===== src/rtl/fxp_pkg.sv =====
// Shared fixed-point constants and trainer state encoding for the XOR/OR perceptron.
// Latency: n/a (declarations only).
// Backpressure: n/a.
package fxp_pkg;
    localparam int          TAM_DEF = 16;
    localparam int          FRAC    = 12;
    localparam logic [15:0] ONE     = 16'h1000;
    localparam logic [14:0] MAG_MAX = 15'h7FFF;

    typedef enum logic [2:0] {
        IDLE,
        LOAD,
        FWD,
        UPD,
        CHECK,
        DONE
    } state_t;
endpackage


===== src/rtl/sm_add_sat.sv =====
// Sign-magnitude saturating adder; magnitude clamps at all-ones, zero is always +0.
// Latency: combinational.
// Backpressure: none.
module sm_add_sat #(
    parameter int W = 16
) (
    input  logic [W-1:0] a,
    input  logic [W-1:0] b,
    output logic [W-1:0] y
);
    logic         sa;
    logic         sb;
    logic [W-2:0] ma;
    logic [W-2:0] mb;
    logic [W-1:0] sum;
    logic         sign;
    logic [W-2:0] mag;

    assign sa = a[W-1];
    assign sb = b[W-1];
    assign ma = a[W-2:0];
    assign mb = b[W-2:0];

    // Same signs add magnitudes with clamp; opposite signs subtract the smaller from the larger.
    always_comb begin
        sign = 1'b0;
        mag  = '0;
        sum  = {1'b0, ma} + {1'b0, mb};
        if (sa == sb) begin
            sign = sa;
            mag  = sum[W-1] ? {(W-1){1'b1}} : sum[W-2:0];
        end else if (ma >= mb) begin
            sign = sa;
            mag  = ma - mb;
        end else begin
            sign = sb;
            mag  = mb - ma;
        end
        y = (mag == '0) ? '0 : {sign, mag};
    end
endmodule


===== src/rtl/perceptron_trainer_fixed.sv =====
// Perceptron trainer over a 4-sample truth table; optional err_cnt output under PT_ERR_COUNT_EN.
// Latency: done pulses 2 + 9*epochs cycles after the edge that samples start.
// Backpressure: none; start is only honoured in IDLE and ignored while busy.
module perceptron_trainer_fixed
    import fxp_pkg::*;
#(
    parameter int TAM        = 16,
    parameter int ETA_SHIFT  = 1,
    parameter int MAX_EPOCHS = 15,
    parameter int EPW        = 4
) (
    input  logic                 clk,
    input  logic                 rst_n,
    input  logic                 start,
    input  logic [3:0][TAM-1:0]  in1,
    input  logic [3:0][TAM-1:0]  in2,
    input  logic [3:0][TAM-1:0]  d,
    input  logic [TAM-1:0]       w0_init,
    input  logic [TAM-1:0]       w1_init,
    input  logic [TAM-1:0]       w2_init,
    output logic [TAM-1:0]       w0,
    output logic [TAM-1:0]       w1,
    output logic [TAM-1:0]       w2,
    output logic                 busy,
    output logic                 done,
    output logic                 converged,
    output logic [EPW-1:0]       epochs
`ifdef PT_ERR_COUNT_EN
    ,
    output logic [2:0]           err_cnt
`endif
);
    // Bias step is 1.0 scaled by the learning rate.
    localparam logic [TAM-2:0] ETA_MAG = (TAM-1)'(ONE >> ETA_SHIFT);

    state_t         state;
    state_t         state_nxt;
    logic [1:0]     idx;
    logic           err_flag;
    logic [TAM-1:0] net_q;
`ifdef PT_ERR_COUNT_EN
    logic [2:0]     errs;
`endif

    logic [TAM-1:0] x1;
    logic [TAM-1:0] x2;
    logic [TAM-1:0] tgt;
    logic [TAM-1:0] p1;
    logic [TAM-1:0] p2;
    logic           y_pos;
    logic           d_pos;
    logic           mis;
    logic           neg;
    logic           last_epoch;
    logic [TAM-1:0] add0_a, add0_b, add0_y;
    logic [TAM-1:0] add1_a, add1_b, add1_y;
    logic [TAM-1:0] add2_a, add2_b, add2_y;

    // Q1.3.12 product: keep bits [FRAC+TAM-2:FRAC], clamp if anything above is set.
    function automatic logic [TAM-1:0] sm_mul(input logic [TAM-1:0] a, input logic [TAM-1:0] b);
        logic [2*TAM-1:0] prod;
        logic [TAM-2:0]   mag;
        prod = {{(TAM+1){1'b0}}, a[TAM-2:0]} * {{(TAM+1){1'b0}}, b[TAM-2:0]};
        if (|prod[2*TAM-1:FRAC+TAM-1]) mag = '1;
        else                           mag = prod[FRAC+TAM-2:FRAC];
        return (mag == '0) ? '0 : {a[TAM-1] ^ b[TAM-1], mag};
    endfunction

    assign x1    = in1[idx];
    assign x2    = in2[idx];
    assign tgt   = d[idx];
    assign p1    = sm_mul(w1, x1);
    assign p2    = sm_mul(w2, x2);
    assign y_pos = !net_q[TAM-1] && (net_q[TAM-2:0] != '0);
    assign d_pos = !tgt[TAM-1] && (tgt[TAM-2:0] != '0);
    assign mis   = (y_pos != d_pos);
    // Error is -1 exactly when the perceptron fired but the target was 0.
    assign neg   = y_pos;
    assign last_epoch = (epochs == EPW'(MAX_EPOCHS - 1));
    assign busy  = (state == LOAD) || (state == FWD) || (state == UPD) || (state == CHECK);

    // Adders are shared: FWD chains w0+p1+p2 into net, UPD applies the three weight steps.
    always_comb begin
        add0_a = w0;
        add0_b = {neg, ETA_MAG};
        add1_a = w1;
        add1_b = {x1[TAM-1] ^ neg, x1[TAM-2:0] >> ETA_SHIFT};
        add2_a = w2;
        add2_b = {x2[TAM-1] ^ neg, x2[TAM-2:0] >> ETA_SHIFT};
        if (state == FWD) begin
            add0_b = p1;
            add1_a = add0_y;
            add1_b = p2;
        end
    end

    sm_add_sat #(.W(TAM)) u_add0 (.a(add0_a), .b(add0_b), .y(add0_y));
    sm_add_sat #(.W(TAM)) u_add1 (.a(add1_a), .b(add1_b), .y(add1_y));
    sm_add_sat #(.W(TAM)) u_add2 (.a(add2_a), .b(add2_b), .y(add2_y));

    // State register with synchronous reset.
    always_ff @(posedge clk) begin
        if (!rst_n) state <= IDLE;
        else        state <= state_nxt;
    end

    // Next-state sequencing: one FWD/UPD pair per sample, CHECK closes each epoch.
    always_comb begin
        state_nxt = state;
        case (state)
            IDLE:    if (start) state_nxt = LOAD;
            LOAD:    state_nxt = FWD;
            FWD:     state_nxt = UPD;
            UPD:     state_nxt = (idx == 2'd3) ? CHECK : FWD;
            CHECK:   state_nxt = (!err_flag || last_epoch) ? DONE : FWD;
            DONE:    state_nxt = IDLE;
            default: state_nxt = IDLE;
        endcase
    end

    // Datapath and status registers; done is registered so it trails the DONE state by one cycle.
    always_ff @(posedge clk) begin
        if (!rst_n) begin
            w0        <= '0;
            w1        <= '0;
            w2        <= '0;
            idx       <= '0;
            err_flag  <= 1'b0;
            net_q     <= '0;
            done      <= 1'b0;
            converged <= 1'b0;
            epochs    <= '0;
`ifdef PT_ERR_COUNT_EN
            errs      <= '0;
            err_cnt   <= '0;
`endif
        end else begin
            done <= (state == DONE);
            case (state)
                LOAD: begin
                    w0        <= w0_init;
                    w1        <= w1_init;
                    w2        <= w2_init;
                    idx       <= '0;
                    epochs    <= '0;
                    err_flag  <= 1'b0;
                    converged <= 1'b0;
`ifdef PT_ERR_COUNT_EN
                    errs      <= '0;
`endif
                end
                FWD: net_q <= add1_y;
                UPD: begin
                    if (mis) begin
                        w0       <= add0_y;
                        w1       <= add1_y;
                        w2       <= add2_y;
                        err_flag <= 1'b1;
`ifdef PT_ERR_COUNT_EN
                        errs     <= errs + 3'd1;
`endif
                    end
                    idx <= idx + 2'd1;
                end
                CHECK: begin
                    epochs    <= epochs + EPW'(1);
                    converged <= !err_flag;
                    err_flag  <= 1'b0;
                    idx       <= '0;
`ifdef PT_ERR_COUNT_EN
                    err_cnt   <= errs;
                    errs      <= '0;
`endif
                end
                default: ;
            endcase
        end
    end
endmodule


===== config.mk =====
export PLATFORM = sky130hd
export DESIGN_NAME = perceptron_trainer_fixed
export DESIGN_NICKNAME = d
export VERILOG_FILES = /design/src/rtl/fxp_pkg.sv /design/src/rtl/sm_add_sat.sv /design/src/rtl/perceptron_trainer_fixed.sv
export SDC_FILE = /design/constraint.sdc
export NUM_CORES = 2
export LEC_CHECK = 0
export BUFFER_PORTS_ARGS = -buffer_cell sky130_fd_sc_hd__buf_2
export CAP_MARGIN = 25
export CORE_MARGIN = 4
export CORE_UTILIZATION = 30
export DETAILED_ROUTE_END_ITERATION = 10
export SETUP_SLACK_MARGIN = 0.05
export SLEW_MARGIN = 20
export SYNTH_ARGS = -nofsm -noshare
export SYNTH_HDL_FRONTEND = slang
export SYNTH_SLANG_ARGS = --single-unit

===== constraint.sdc =====
create_clock -name clk -period 16.55 [get_ports clk]
set_clock_uncertainty 0.15 [all_clocks]
set_input_delay 4.1375 -clock clk [delete_from_list [all_inputs] [get_ports clk]]
set_output_delay 4.1375 -clock clk [all_outputs]
set_load 0.02 [all_outputs]

==> results.py <==
metrics = {
    "placement": {
        "placed_cell_area_um2": 32580,
        "dp_hpwl_um": 80970,
        "gp_congestion": 0.9551,
        "io_buffer_count": 297,
    },
    "floorplanning": {
        "ioPinCount": 298,
        "die_x_um": 307.0,
        "core-area_um2": 88510,
        "dieHeight_um": 307.0,
        "fp.dieArea_um2": 94220,
        "initial_utilization_pct": 30.29,
        "rows": 109,
    },
    "cells_and_area": {
        "fillers": 9048,
        "fin_area_um2": 34410,
        "fin_nets": 4932,
        "drive_above_1_share_pct": 26.49,
        "area_growth_pct": 28.35,
        "post-route-util_pct": 38.88,
        "multi_input_area_um2": 23920,
        "register_area_um2": 1526,
    },
    "timing": {
        "rsz0062_at_grt": "true",
        "holdWs_ns": 0.3272,
        "tightest_slew_ns": 0.9923,
        "fmax_ghz": 0.05999,
        "slew_headroom_pct": 33.76,
        "final_max_slew_viol_count": 0,
        "setup_viol": 2,
        "fin_crit_ns": 16.67,
        "fin_ws_ns": -0.1185,
        "post-route-period-util_pct": 100.7,
        "finalHoldViolations": 0,
    },
    "synthesis": {
        "synthArstFlopShare_pct": 0,
        "syn_nets": 4306,
        "synth_top_area_cell": "fa_1",
        "yosys.cell_types.count": 86,
        "synth_edf_count": 0,
        "synth_top_area_share_pct": 25.46,
        "netlist_area_um2": 26810,
        "synth_area_leaders": "fa_1, ha_1, inv_1, nand2_1, dfxtp_1",
        "yosysSeqAreaShare_pct": 5.674,
        "synth-seq-cells": 76,
        "avgSynthCellArea_um2": 7.875,
        "yosysWarnings": 0,
        "yosysMostFrequentCell": "inv_1",
        "synth_flop_cell": "dfxtp_1",
        "synth_cells": 3405,
        "synth.top_cells.by_count": "inv_1, nand2_1, fa_1, ha_1, nor2_1",
    },
    "grt": {
        "grt_pass1_wl_um": 153100,
        "antenna_found_initial": 2,
        "overflow": 0,
        "track_usage_pct": 20.50,
        "grt_max_degree": 76,
        "grt_pass1_vias": 27200,
    },
    "power_and_ir_drop": {
        "p_leak_nw": 17.10,
        "vdd_drop_max_v": 0.00007196,
        "p_per_area_nw_per_um2": 114.7,
        "power_mw": 3.948,
    },
    "setup_path": {
        "critical_path_class": "input port to register",
        "r2r-start": "idx[1]",
        "crit_slowest_cell": "mux4_2",
        "crit_path_end_kind": "register",
        "critPathArrivalTime_ns": 16.79,
        "crit_required_ns": 16.67,
        "critPathMaxStageDelay_ns": 0.58,
        "path_common_cell": "fa_1",
        "cp-start-kind": "input port",
        "crit_start": "in1[51]",
        "r2r_end": "w1[15]",
        "crit_fanout": 6,
        "reg2reg_slack_ns": 2.64,
        "r2r_cells": 59,
    },
    "route": {
        "post_drt_wl_per_cell_um": 18.92,
        "drt-total-wl_um": 98470,
        "via_per_inst": 5.137,
        "drt-initial-drc-count": 1945,
        "drc": 0,
        "ant_nets": 0,
        "vias": 26730,
        "detail_route.first_pass.iterations": 5,
    },
    "clocking": {
        "cts_tree": "built",
        "insertion_delay_ns": 0.38,
        "clk_pin_slew_ns": 0.08,
        "clockRootBuffer": "clkbuf_16",
        "numCtsBuffers": 9,
        "cts_num_sinks": 76,
        "cts_buffer_depth": 2,
        "ctsHtreeMaxLevel": 3,
        "hold_buffers": 0,
    },
    "run_status": {
        "violations": "setup timing",
        "outcome": "finished, violations left",
    },
    "job": {
        "maxCapViolations": 0,
    },
    "hold_path": {
        "hold_class": "register to register",
        "hold_depth": 2,
        "min_from": "net_q[14]",
        "holdPathEnd": "net_q[14]",
    },
}
==> placed cells by master (no fill, tap or decap), types with 11 or more instances in the layout <==
master / instances
a211oi_1: 15
a21boi_0: 14
a21o_1: 41
a21oi_1: 172
a21oi_2: 16
a31oi_1: 12
and2_1: 183
and3_1: 14
buf_2: 294
buf_4: 476
buf_6: 20
dfxtp_1: 74
fa_1: 338
ha_1: 299
ha_4: 17
inv_1: 478
inv_2: 11
mux2i_1: 23
mux4_2: 32
nand2_1: 400
nand2_2: 11
nand2b_1: 20
nand3_1: 49
nand4_1: 35
nor2_1: 231
nor2b_1: 30
nor3_1: 44
nor3_2: 11
nor4_1: 26
o211a_1: 26
o211ai_1: 49
o21a_1: 21
o21ai_0: 95
o21ai_1: 29
o21ai_2: 19
o21bai_1: 25
o31a_1: 11
or3_1: 18
xnor2_1: 43
xor2_1: 24
==> through the flow <==
stage / std cells / worst slack, ns / TNS (ns)
final: 5204 / -0.1185 / -0.1969
after detailed placement: 5124 / -1.795 / -42.91
after global routing: 5203 / -0.6733 / -4.682
after CTS: 5174 / -0.01681 / -0.01681
after floorplan: 3405 / 0.05001 / 0
after global placement: 5124 / -1.671 / -37.81
==> how the worst max path moves through the flow <==
stage,end,slack (ns),cells past startpoint
after global routing,w1[15],-0.67,59
after detailed placement,w1[15],-1.79,56
after global placement,w1[15],-1.67,56
after floorplan,w1[15],0.05,60
final,w1[15],-0.12,59
after CTS,w1[15],-0.02,62
==> worst max-delay path, delay by kind of cell <==
| family | cells | cell delay (ns) |
|---|---|---|
| and+or+nand+nor | 14 | 2.61 |
| adders and majority gates | 9 | 3.59 |
| xor gates and xnor gates | 1 | 0.18 |
| AOI/OAI and AO/OA | 22 | 4.33 |
| buffers and inverters | 11 | 1.11 |
| muxes | 2 | 0.78 |
==> flip-flops by register name (all words and copies together) (netlist names) <==
signal and cells:
epochs 4, err_flag 1, state 3, net_q 16
done 1, w2 16, w0 16, w1 16
converged 1, idx 2
==> cell type report <==
| class | instances | area share, % |
|---|---|---|
| Antenna cell | 3 | 0.02181 |
| Clock buffer | 9 | 0.6544 |
| Clock inverter | 7 | 0.2400 |
| Inverter | 492 | 5.381 |
| Multi-Input combinational cell | 2658 | 69.51 |
| Sequential cell | 76 | 4.436 |
| Tap cell | 1165 | 4.236 |
| Timing Repair Buffer | 794 | 15.52 |
==> power by group <==
part           internal [mW]  total [mW]  switching, mW
clock                  0.120       0.226          0.106
sequential             0.199       0.236         0.0371
combinational           1.58        3.49           1.91
total                   1.90        3.95           2.05
==> kinds of logic after synthesis <==
family	Yosys count	synth area share (%)
buf+inv	671	9.459
flops	76	5.674
fa+ha+maj	658	40.25
mux	68	4.069
xor+xnor	70	2.287
compound gates	702	17.37
simple gates	1160	20.89
==> repair_timing <==
item	4_1_cts	5_1_grt
endpoints found under the setup margin	32	32
resized for setup	109	150
buffers inserted	34	29
pin swaps	41	82
==> routing by layer <==
| layer | vias up | wire (µm) | track usage, % |
|---|---|---|---|
| met3 | 154 | 6652 | 3.512 |
| met4 | 0 | 3447 | 7.108 |
| met1 | 13000 | 42880 | 26.94 |
| met2 | 959 | 45490 | 34.12 |
| li1 | 12620 | - | - |
| met5 | - | 0 | 0 |
(Power assumes the default switching activity.)
